`src/rtl/seq_mul_rv_pkg.sv`:
```
// Shared definitions for the sequential RV M-extension multiplier.
// Opcode encodings, FSM states and operand signedness helpers.
package mul_pkg;

    localparam logic [1:0] OP_MUL    = 2'b00;
    localparam logic [1:0] OP_MULH   = 2'b01;
    localparam logic [1:0] OP_MULHSU = 2'b10;
    localparam logic [1:0] OP_MULHU  = 2'b11;

    typedef enum logic [1:0] {
        S_IDLE,
        S_RUN,
        S_FIX,
        S_DONE
    } state_t;

    function automatic logic rs1_signed(input logic [1:0] op);
        return (op == OP_MULH) || (op == OP_MULHSU);
    endfunction

    function automatic logic rs2_signed(input logic [1:0] op);
        return op == OP_MULH;
    endfunction

endpackage

```
`src/rtl/seq_mul_rv_if.sv`:
```
// Request/response bundle between EX and the multiplier.
// master = pipeline side, slave = multiplier side.
interface seq_mul_rv_if #(
    parameter int XLEN = 32
);
    logic              start;
    logic              kill;
    logic [1:0]        op;
    logic [XLEN-1:0]   rs1;
    logic [XLEN-1:0]   rs2;
    logic              busy;
    logic              done;
    logic [XLEN-1:0]   result;
    logic [2*XLEN-1:0] product;

    modport master (
        output start, kill, op, rs1, rs2,
        input  busy, done, result, product
    );

    modport slave (
        input  start, kill, op, rs1, rs2,
        output busy, done, result, product
    );
endinterface

```
`src/rtl/seq_mul_rv_core.sv`:
```
// Unsigned XLEN x XLEN shift-add datapath, one multiplier bit per step.
// Multiplicand shifts left into a 2*XLEN accumulator, LSB of multiplier first.
module seq_mul_core #(
    parameter int XLEN  = 32,
    parameter int CNT_W = $clog2(XLEN + 1)
) (
    input  logic              Clk,
    input  logic              Rst,
    input  logic              load,
    input  logic              step,
    input  logic [XLEN-1:0]   mcand,
    input  logic [XLEN-1:0]   mplier,
    output logic [2*XLEN-1:0] acc,
    output logic [CNT_W-1:0]  cnt
);
    logic [2*XLEN-1:0] sh;
    logic [XLEN-1:0]   mp;

    // Load operands, then add-and-shift once per step
    always_ff @(posedge Clk or negedge Rst) begin
        if (!Rst) begin
            acc <= '0;
            sh  <= '0;
            mp  <= '0;
            cnt <= '0;
        end else if (load) begin
            acc <= '0;
            sh  <= {{XLEN{1'b0}}, mcand};
            mp  <= mplier;
            cnt <= '0;
        end else if (step) begin
            if (mp[0]) begin
                acc <= acc + sh;
            end
            sh  <= sh << 1;
            mp  <= mp >> 1;
            cnt <= cnt + CNT_W'(1);
        end
    end
endmodule

```
`src/rtl/seq_mul_rv.sv`:
```
// Multi-cycle MUL/MULH/MULHSU/MULHU unit beside the EX-stage ALU.
// Owns the FSM, sign conditioning of operands and result selection.
module seq_mul_rv
    import mul_pkg::*;
#(
    parameter int XLEN  = 32,
    parameter int CNT_W = $clog2(XLEN + 1)
) (
    input  logic         Clk,
    input  logic         Rst,
    seq_mul_rv_if.slave  bus
);
    state_t            state, state_nx;
    logic              load, step;
    logic              neg;
    logic [1:0]        op_q;
    logic              s1, s2;
    logic [XLEN-1:0]   mag1, mag2;
    logic [2*XLEN-1:0] acc, prod_fix;
    logic [CNT_W-1:0]  cnt;
    logic [XLEN-1:0]   result;
    logic [2*XLEN-1:0] product;

    seq_mul_core #(
        .XLEN  (XLEN),
        .CNT_W (CNT_W)
    ) u_core (
        .Clk    (Clk),
        .Rst    (Rst),
        .load   (load),
        .step   (step),
        .mcand  (mag1),
        .mplier (mag2),
        .acc    (acc),
        .cnt    (cnt)
    );

    // Magnitudes of the operands; most-negative value maps to 2^(XLEN-1)
    always_comb begin
        s1       = rs1_signed(bus.op) & bus.rs1[XLEN-1];
        s2       = rs2_signed(bus.op) & bus.rs2[XLEN-1];
        mag1     = s1 ? -bus.rs1 : bus.rs1;
        mag2     = s2 ? -bus.rs2 : bus.rs2;
        prod_fix = neg ? -acc : acc;
    end

    // State register
    always_ff @(posedge Clk or negedge Rst) begin
        if (!Rst) begin
            state <= S_IDLE;
        end else begin
            state <= state_nx;
        end
    end

    // Next state and core controls; kill always wins over start
    always_comb begin
        state_nx = state;
        load     = 1'b0;
        step     = 1'b0;
        unique case (state)
            S_IDLE, S_DONE: begin
                if (bus.start && !bus.kill) begin
                    load     = 1'b1;
                    state_nx = S_RUN;
                end else begin
                    state_nx = S_IDLE;
                end
            end
            S_RUN: begin
                if (bus.kill) begin
                    state_nx = S_IDLE;
                end else begin
                    step = 1'b1;
                    if (cnt == CNT_W'(XLEN - 1)) begin
                        state_nx = S_FIX;
                    end
                end
            end
            S_FIX: begin
                state_nx = bus.kill ? S_IDLE : S_DONE;
            end
            default: state_nx = S_IDLE;
        endcase
    end

    // Latch sign/op at accept; publish product and result on the FIX edge
    always_ff @(posedge Clk or negedge Rst) begin
        if (!Rst) begin
            neg     <= 1'b0;
            op_q    <= OP_MUL;
            product <= '0;
            result  <= '0;
        end else begin
            if (load) begin
                neg  <= s1 ^ s2;
                op_q <= bus.op;
            end
            if (state == S_FIX && !bus.kill) begin
                product <= prod_fix;
                result  <= (op_q == OP_MUL) ? prod_fix[XLEN-1:0]
                                            : prod_fix[2*XLEN-1:XLEN];
            end
        end
    end

    assign bus.busy    = (state == S_RUN) || (state == S_FIX);
    assign bus.done    = (state == S_DONE);
    assign bus.result  = result;
    assign bus.product = product;
endmodule

```
`src/flat_wrapper.sv`:
```
// flat-port wrapper written by rule: the top's interface ports become plain ports
module seq_mul_rv_flat import mul_pkg::*;
#(
    parameter int XLEN  = 32,
    parameter int CNT_W = $clog2(XLEN + 1)
)
  (Clk, Rst, bus_start, bus_kill, bus_op, bus_rs1, bus_rs2, bus_busy, bus_done, bus_result, bus_product);
  seq_mul_rv_if #(.XLEN(XLEN)) bus_i ();
  input  logic Clk;
  input  logic Rst;
  input wire logic [$bits(bus_i.start)-1:0] bus_start;
  input wire logic [$bits(bus_i.kill)-1:0] bus_kill;
  input wire logic [$bits(bus_i.op)-1:0] bus_op;
  input wire logic [$bits(bus_i.rs1)-1:0] bus_rs1;
  input wire logic [$bits(bus_i.rs2)-1:0] bus_rs2;
  output wire logic [$bits(bus_i.busy)-1:0] bus_busy;
  output wire logic [$bits(bus_i.done)-1:0] bus_done;
  output wire logic [$bits(bus_i.result)-1:0] bus_result;
  output wire logic [$bits(bus_i.product)-1:0] bus_product;
  assign bus_i.start = bus_start;
  assign bus_i.kill = bus_kill;
  assign bus_i.op = bus_op;
  assign bus_i.rs1 = bus_rs1;
  assign bus_i.rs2 = bus_rs2;
  assign bus_busy = bus_i.busy;
  assign bus_done = bus_i.done;
  assign bus_result = bus_i.result;
  assign bus_product = bus_i.product;
  seq_mul_rv #(.XLEN(XLEN), .CNT_W(CNT_W)) u_core (.Clk(Clk), .Rst(Rst), .bus(bus_i));
endmodule
```
`config.mk`:
```
export PLATFORM = sky130hd
export DESIGN_NAME = seq_mul_rv_flat
export DESIGN_NICKNAME = d
export VERILOG_FILES = /design/src/rtl/seq_mul_rv_pkg.sv /design/src/rtl/seq_mul_rv_if.sv /design/src/rtl/seq_mul_rv_core.sv /design/src/rtl/seq_mul_rv.sv /design/src/flat_wrapper.sv
export SDC_FILE = /design/constraint.sdc
export NUM_CORES = 1
export LEC_CHECK = 0
export ABC_AREA = 1
export CORE_ASPECT_RATIO = 1.1
export CORE_MARGIN = 2
export CORE_UTILIZATION = 30
export CTS_CLUSTER_SIZE = 20
export DETAILED_ROUTE_END_ITERATION = 16
export GPL_ROUTABILITY_DRIVEN = 0
export HOLD_SLACK_MARGIN = 0.15
export PLACE_DENSITY = 0.58
export SYNTH_ARGS = -nofsm -noshare
export SYNTH_HDL_FRONTEND = slang
export SYNTH_HIERARCHICAL = 1
export SYNTH_SLANG_ARGS = --single-unit
export TNS_END_PERCENT = 50
```
`constraint.sdc`:
```
create_clock -name Clk -period 2.3 [get_ports Clk]
set_input_delay 0.23 -clock Clk [delete_from_list [all_inputs] [get_ports Clk]]
set_output_delay 0.23 -clock Clk [all_outputs]
set_load 0.01 [all_outputs]
```
# ---- Yosys cells after proc, flatten, opt, wreduce, memory -nomap -nowiden
# Index checks and enable logic that the tools add are counted.
# Widths: inputs -> output; s select.
dict set report classes {
  n_reduce_logical 11
  bitwise_logic 3
  n_eq_ne 7
  n_mux 22
  addsub 5
}
# operator n
set ops {}
lappend ops {{$mux 64} 6}
lappend ops {{$mux 32} 5}
lappend ops {{$add 64x64->64} 1}
lappend ops {{$neg 32->32} 2}
lappend ops {{$neg 64->64} 1}
lappend ops {{$mux 6} 2}
lappend ops {{$add 6x1->6 const B} 1}
lappend ops {{$eq 2x2->1 const B} 3}
lappend ops {{$eq 6x5->1 const B} 1}
lappend ops {{$mux 2} 3}
lappend ops {{$pmux 2 s3} 1}
lappend ops {{$mux 1} 5}
lappend ops {{$eq 2x1->1 const B} 2}
lappend ops {{$logic_not 2->1} 2}
lappend ops {{$reduce_bool 2->1} 2}
lappend ops {{$ne 3x2->1 const B} 1}
lappend ops {{$and 1x1->1} 2}
lappend ops {{$logic_and 1x1->1} 2}
lappend ops {{$logic_or 1x1->1} 2}
lappend ops {{$reduce_and 2->1} 1}
lappend ops {{$reduce_or 2->1} 1}
lappend ops {{$logic_not 1->1} 1}
lappend ops {{$xor 1x1->1} 1}
dict set report totals {
  inputBits 70
  regBits 267
}

# ---- Longest topological paths before layout
dict set report logic_depth {
  depth_word 6
  ltp_mapped 16
  ltp_nobuf 16
}

# ---- Hierarchy
# Netlist, hierarchy kept.
# module area_each_um2 seq_area_each_um2 n_inst cells_each
set modules_own_cells {}
lappend modules_own_cells {seq_mul_core 12335.6 4154.0 1 1950}
lappend modules_own_cells {seq_mul_rv 8330.5 2527.4 1 1336}

# ---- Worst setup path after synthesis
# OpenSTA, ideal clock, no wires.
dict set report synth_timing {
  kind {reg-to-reg}
  startpoint {register u_core.state[0]}
  endpoint {register u_core.u_core.sh[10]}
  setup_time_ns 0.090
  stages_incl_launch_ff 10
  n_path_buf 3
  arrival_time_ns 1.813
  period_less_slack_ns 1.903
  setup_slack_ns 0.397
  cell_sequence {dfrtp_1 inv_1 ha_1 nand3_1 inv_1 buf_2 buf_1 clkbuf_1 nand2_1 o221ai_1}
}
dict set report synth_via {
  elab_chain_cells 4
  word_cells_on_any_way 8
}
# item line_no
set synth_lines {}
lappend synth_lines {{from (decl)} seq_mul_rv.sv:13} ;# state_t state, state_nx;
lappend synth_lines {{from (signal assigned)} seq_mul_rv.sv:52} ;# state <= state_nx;
lappend synth_lines {{$eq 2x2->1 or $logic_not 2->1 (tied branches)} seq_mul_rv.sv:61} ;# unique case (state)
lappend synth_lines {{$reduce_or 2->1 *} seq_mul_rv.sv:61}
lappend synth_lines {{$mux 1 *} seq_mul_rv.sv:61}
lappend synth_lines {{via u_core.load} seq_mul_rv.sv:14} ;# logic load, step;
lappend synth_lines {{$mux 64 or $reduce_bool 2->1 (tied branches)} --}
lappend synth_lines {{to (signal assigned)} seq_mul_rv_core.sv:28} ;# sh <= {{XLEN{1'b0}}, mcand};
lappend synth_lines {{to (signal assigned)} seq_mul_rv_core.sv:35} ;# sh <= sh << 1;
lappend synth_lines {{to (decl)} seq_mul_rv_core.sv:16} ;# logic [2*XLEN-1:0] sh;
# Mark *: on every way through the listed nets, which the timed path passes. The rest lies on a longest branch.
# A chain may end at the register's enable or synchronous reset.

# ---- Final worst setup path
dict set report layout_timing {
  startpoint {register u_core.u_core.acc[0]}
  endpoint {register u_core.result[11] (netlist: u_core/bus.result[11])}
}
dict set report layout_via {
  elab_chain_cells 3
}
# item line_no
set layout_lines {}
lappend layout_lines {{from (decl)} seq_mul_rv_core.sv:13} ;# output logic [2*XLEN-1:0] acc,
lappend layout_lines {{from (signal assigned)} seq_mul_rv_core.sv:33} ;# acc <= acc + sh;
lappend layout_lines {{$neg 64->64} seq_mul_rv.sv:44} ;# prod_fix = neg ? -acc : acc;
lappend layout_lines {{$mux 64} seq_mul_rv.sv:44}
lappend layout_lines {{$mux 32} seq_mul_rv.sv:101} ;# result <= (op_q == OP_MUL) ? prod_fix[XLEN-1:0]
lappend layout_lines {{to (signal assigned)} seq_mul_rv.sv:101}
lappend layout_lines {{to (decl)} seq_mul_rv.sv:21} ;# logic [XLEN-1:0] result;
# Every way passes these cells.

==> summary.txt <==
top cell type by total area after synthesis - dfrtp_1
Die Wd - 254 um
post-synth net total - 3428
initial antenna violation count - 6
Met3 Wirelength - 4040 um
Num CTS Buffers - 35
required time of the critical path - 2.74 ns
DRC - 0
Critical Path AT - 2.67 ns
max cap viols - 0
Initial Utilization - 30.4%
drt pass-1 iters - 8
WP buf/inv - 3
Wirelength per Cell - 16.1 um
max_slew headroom - 42.9%
Final nets - 3724
IO buf count - 167
CP most frequent cell - nand2_1
antenna cells - 0
crit path launch type - flop
Rows - 100
largest net degree at the start of global routing - 86
crit end category - flop
Lkg Pwr - 14.0 nW
Vias/cell - 4.70
CTS tree - yes
HPWL after DPL - 59100 um
ys async rst share - 100%
Synth top area share - 32.3%
final hold viol count - 0
placed cell area - 24600 um2
CP Depth - 12
worst-margin pin slew - 0.855 ns
die area - 71000 um2
Clk Latency, worst-skew pair - 0.56 ns
initial DRC count - 1418
FMAX - 447 MHz
Mapped Area - 20700 um2
peak supply drop - 417 uV
Worst Path Max Fanout - 3
total power - 22.4 mW
Finished Cell Area - 26100 um2
first-pass GRT wire length - 113000 um
routed wl met2 - 33600 um
Hold Path Class - primary input to asynchronous set/reset pin
Setup WS pre-CTS - -0.00556 ns
Post-Syn Instances - 3286
GRT overflow - 0
Post-synth EDFFs - 0
Max stage delay cell, worst path - dfrtp_1
Worst path top cell family by delay - simple AND/OR/NAND/NOR gates
layout cells sized above 1 - 11.3%
Top Metal Used - met5
ys flop type - dfrtp_1
final worst path period share - 97.3%
register clock-pin slew on the reported worst setup and hold paths - 0.06 ns
CORE AREA - 67900 um2
drt total wl - 72800 um
Post-Syn Area per Cell - 6.29 um2
I/O Pins - 168
RSZ-0062 raised after global routing - true
Layout Utilization - 38.5%
H-tree depth - 2
clk buf depth - 3
via count - 21200
final worst slack - 0.0621 ns
Worst R2R Path Depth - 12
Root Buffer - clkbuf_16
main area contributors after synthesis - dfrtp_1 32%, nand2_1 22%, inv_1 10%
kind of critical path - flop to flop
max incr delay on CP - 0.40 ns
most frequent cells in the layout - 1208 x nand2_1, 554 x inv_1, 294 x nor2_1
Setup Viol. Count Final - 0
Antenna Nets Post-Route - 0
Synth Register Bits - 267
most common cell after layout, fill and taps aside - nand2_1
die height - 279 um
post-route minimum period - 2.24 ns
register area share after synthesis - 32.3%
Yosys cell types - 46
Sink Count - 267
vias in the first global route - 20300
Pwr Density - 857 nW/um2
status - finished, final reports clean
met1 WL - 32000 um
Slew Viols, Final - 0
area grow syn2layout - 26.5%
YS warnings - 6
Worst Skew - 0.0249 ns
total track usage - 20.4%
CP Cell Sequence - buf_4 > inv_1 > buf_4 > nand3_2 > nor2_4 > nand2_1 > nor2_1 > nand2_1 > nand3b_1 > nand3_1 > nand3_1 > nand2_1
## report_power, final
part | switching (mW) | internal, mW
combinational | 6.12 | 4.13
clock | 2.23 | 3.33
sequential | 0.798 | 5.81
total | 9.15 | 13.3
## metrics by stage
stage / TNS [ns] / cells / hold WS [ns]
6_report: 0 / 4525 / 0.247
5_1_grt: -0.106 / 4525 / 0.304
4_1_cts: 0 / 4523 / 0.264
3_5_place_dp: -0.00556 / 4460 / 0.250
3_3_place_gp: 0 / 4460 / 0.250
2_1_floorplan: 0 / 3286 / -0.0656
## per-layer routing
| metal | global-route usage [%] | vias up |
|---|---|---|
| met5 | 0 | - |
| met4 | 8.43 | 10 |
| met3 | 2.68 | 146 |
| met2 | 34.0 | 605 |
| met1 | 26.5 | 9645 |
| li1 | - | 10800 |
## area by class of cell
cell class,count,area [um2]
Tap cell,918,1150
Clock buffer,51,1030
Fill cell,7312,41800
Clock inverter,11,129
Multi-Input combinational cell,2364,11900
Sequential cell,267,6680
Inverter,574,2160
Timing Repair Buffer,340,3130
## what timing repair did
item | 4_1_cts | 5_1_grt
buffers inserted | 0 | 2
setup endpoints to repair | 0 | 33
gates resized for setup | 0 | 66
hold buffers | 1 | 0
hold endpoints to repair | 77 | 0
## synth_stat cells, drive strengths merged, types with 5 or more instances
| cell type | count |
|---|---|
| clkinv | 5 |
| a31oi | 38 |
| o221ai | 55 |
| o211ai | 13 |
| xnor2 | 18 |
| or2 | 5 |
| nand3b | 5 |
| inv | 569 |
| nor3 | 25 |
| buf | 28 |
| clkbuf | 53 |
| nor2 | 353 |
| o21ai | 105 |
| nand3 | 204 |
| nand2 | 1254 |
| dfrtp | 267 |
| xor2 | 57 |
| o22ai | 32 |
| nand4 | 29 |
| ha | 71 |
| a21oi | 77 |
## flip-flops by register name, indices dropped and copies added (netlist names)
register	flops
u_core/neg	1
u_core/u_core/sh	64
u_core/u_core/mp	32
u_core/state	2
u_core/u_core/cnt	6
u_core/bus.product	64
u_core/op_q	2
u_core/u_core/acc	64
u_core/bus.result	32
## cells by family (layout without fill, tap and decap cells)
family | Yosys count | after routing | synth area share (%)
xor gates and xnor gates | 75 | 75 | 3.21
and+or+nand+nor | 1883 | 1883 | 38.1
AOI/OAI and AO/OA | 334 | 334 | 9.91
adders and majority gates | 72 | 72 | 4.40
DFF | 267 | 267 | 32.3
buffers and inverters | 655 | 976 | 12.1
## worst paths after layout
path / endpoint / slack (ns) / from
setup / recovery: u_core/bus.result[11]$_DFFE_PN0P_ / 0.06 / u_core/u_core/acc[0]$_DFFE_PN0P_
hold / removal: u_core/bus.result[6]$_DFFE_PN0P_ / 0.25 / Rst
setup reg to reg: u_core/bus.result[11]$_DFFE_PN0P_ / 0.06 / u_core/u_core/acc[0]$_DFFE_PN0P_
hold reg to reg: u_core/bus.result[15]$_DFFE_PN0P_ / 0.48 / u_core/bus.result[15]$_DFFE_PN0P_
max in group asynchronous: u_core/u_core/mp[3]$_DFFE_PN0P_ / 1.22 / Rst
min in group Clk: u_core/u_core/mp[0]$_DFFE_PN0P_ / 0.40 / bus_rs2[0]
(Power assumes the default switching activity.)
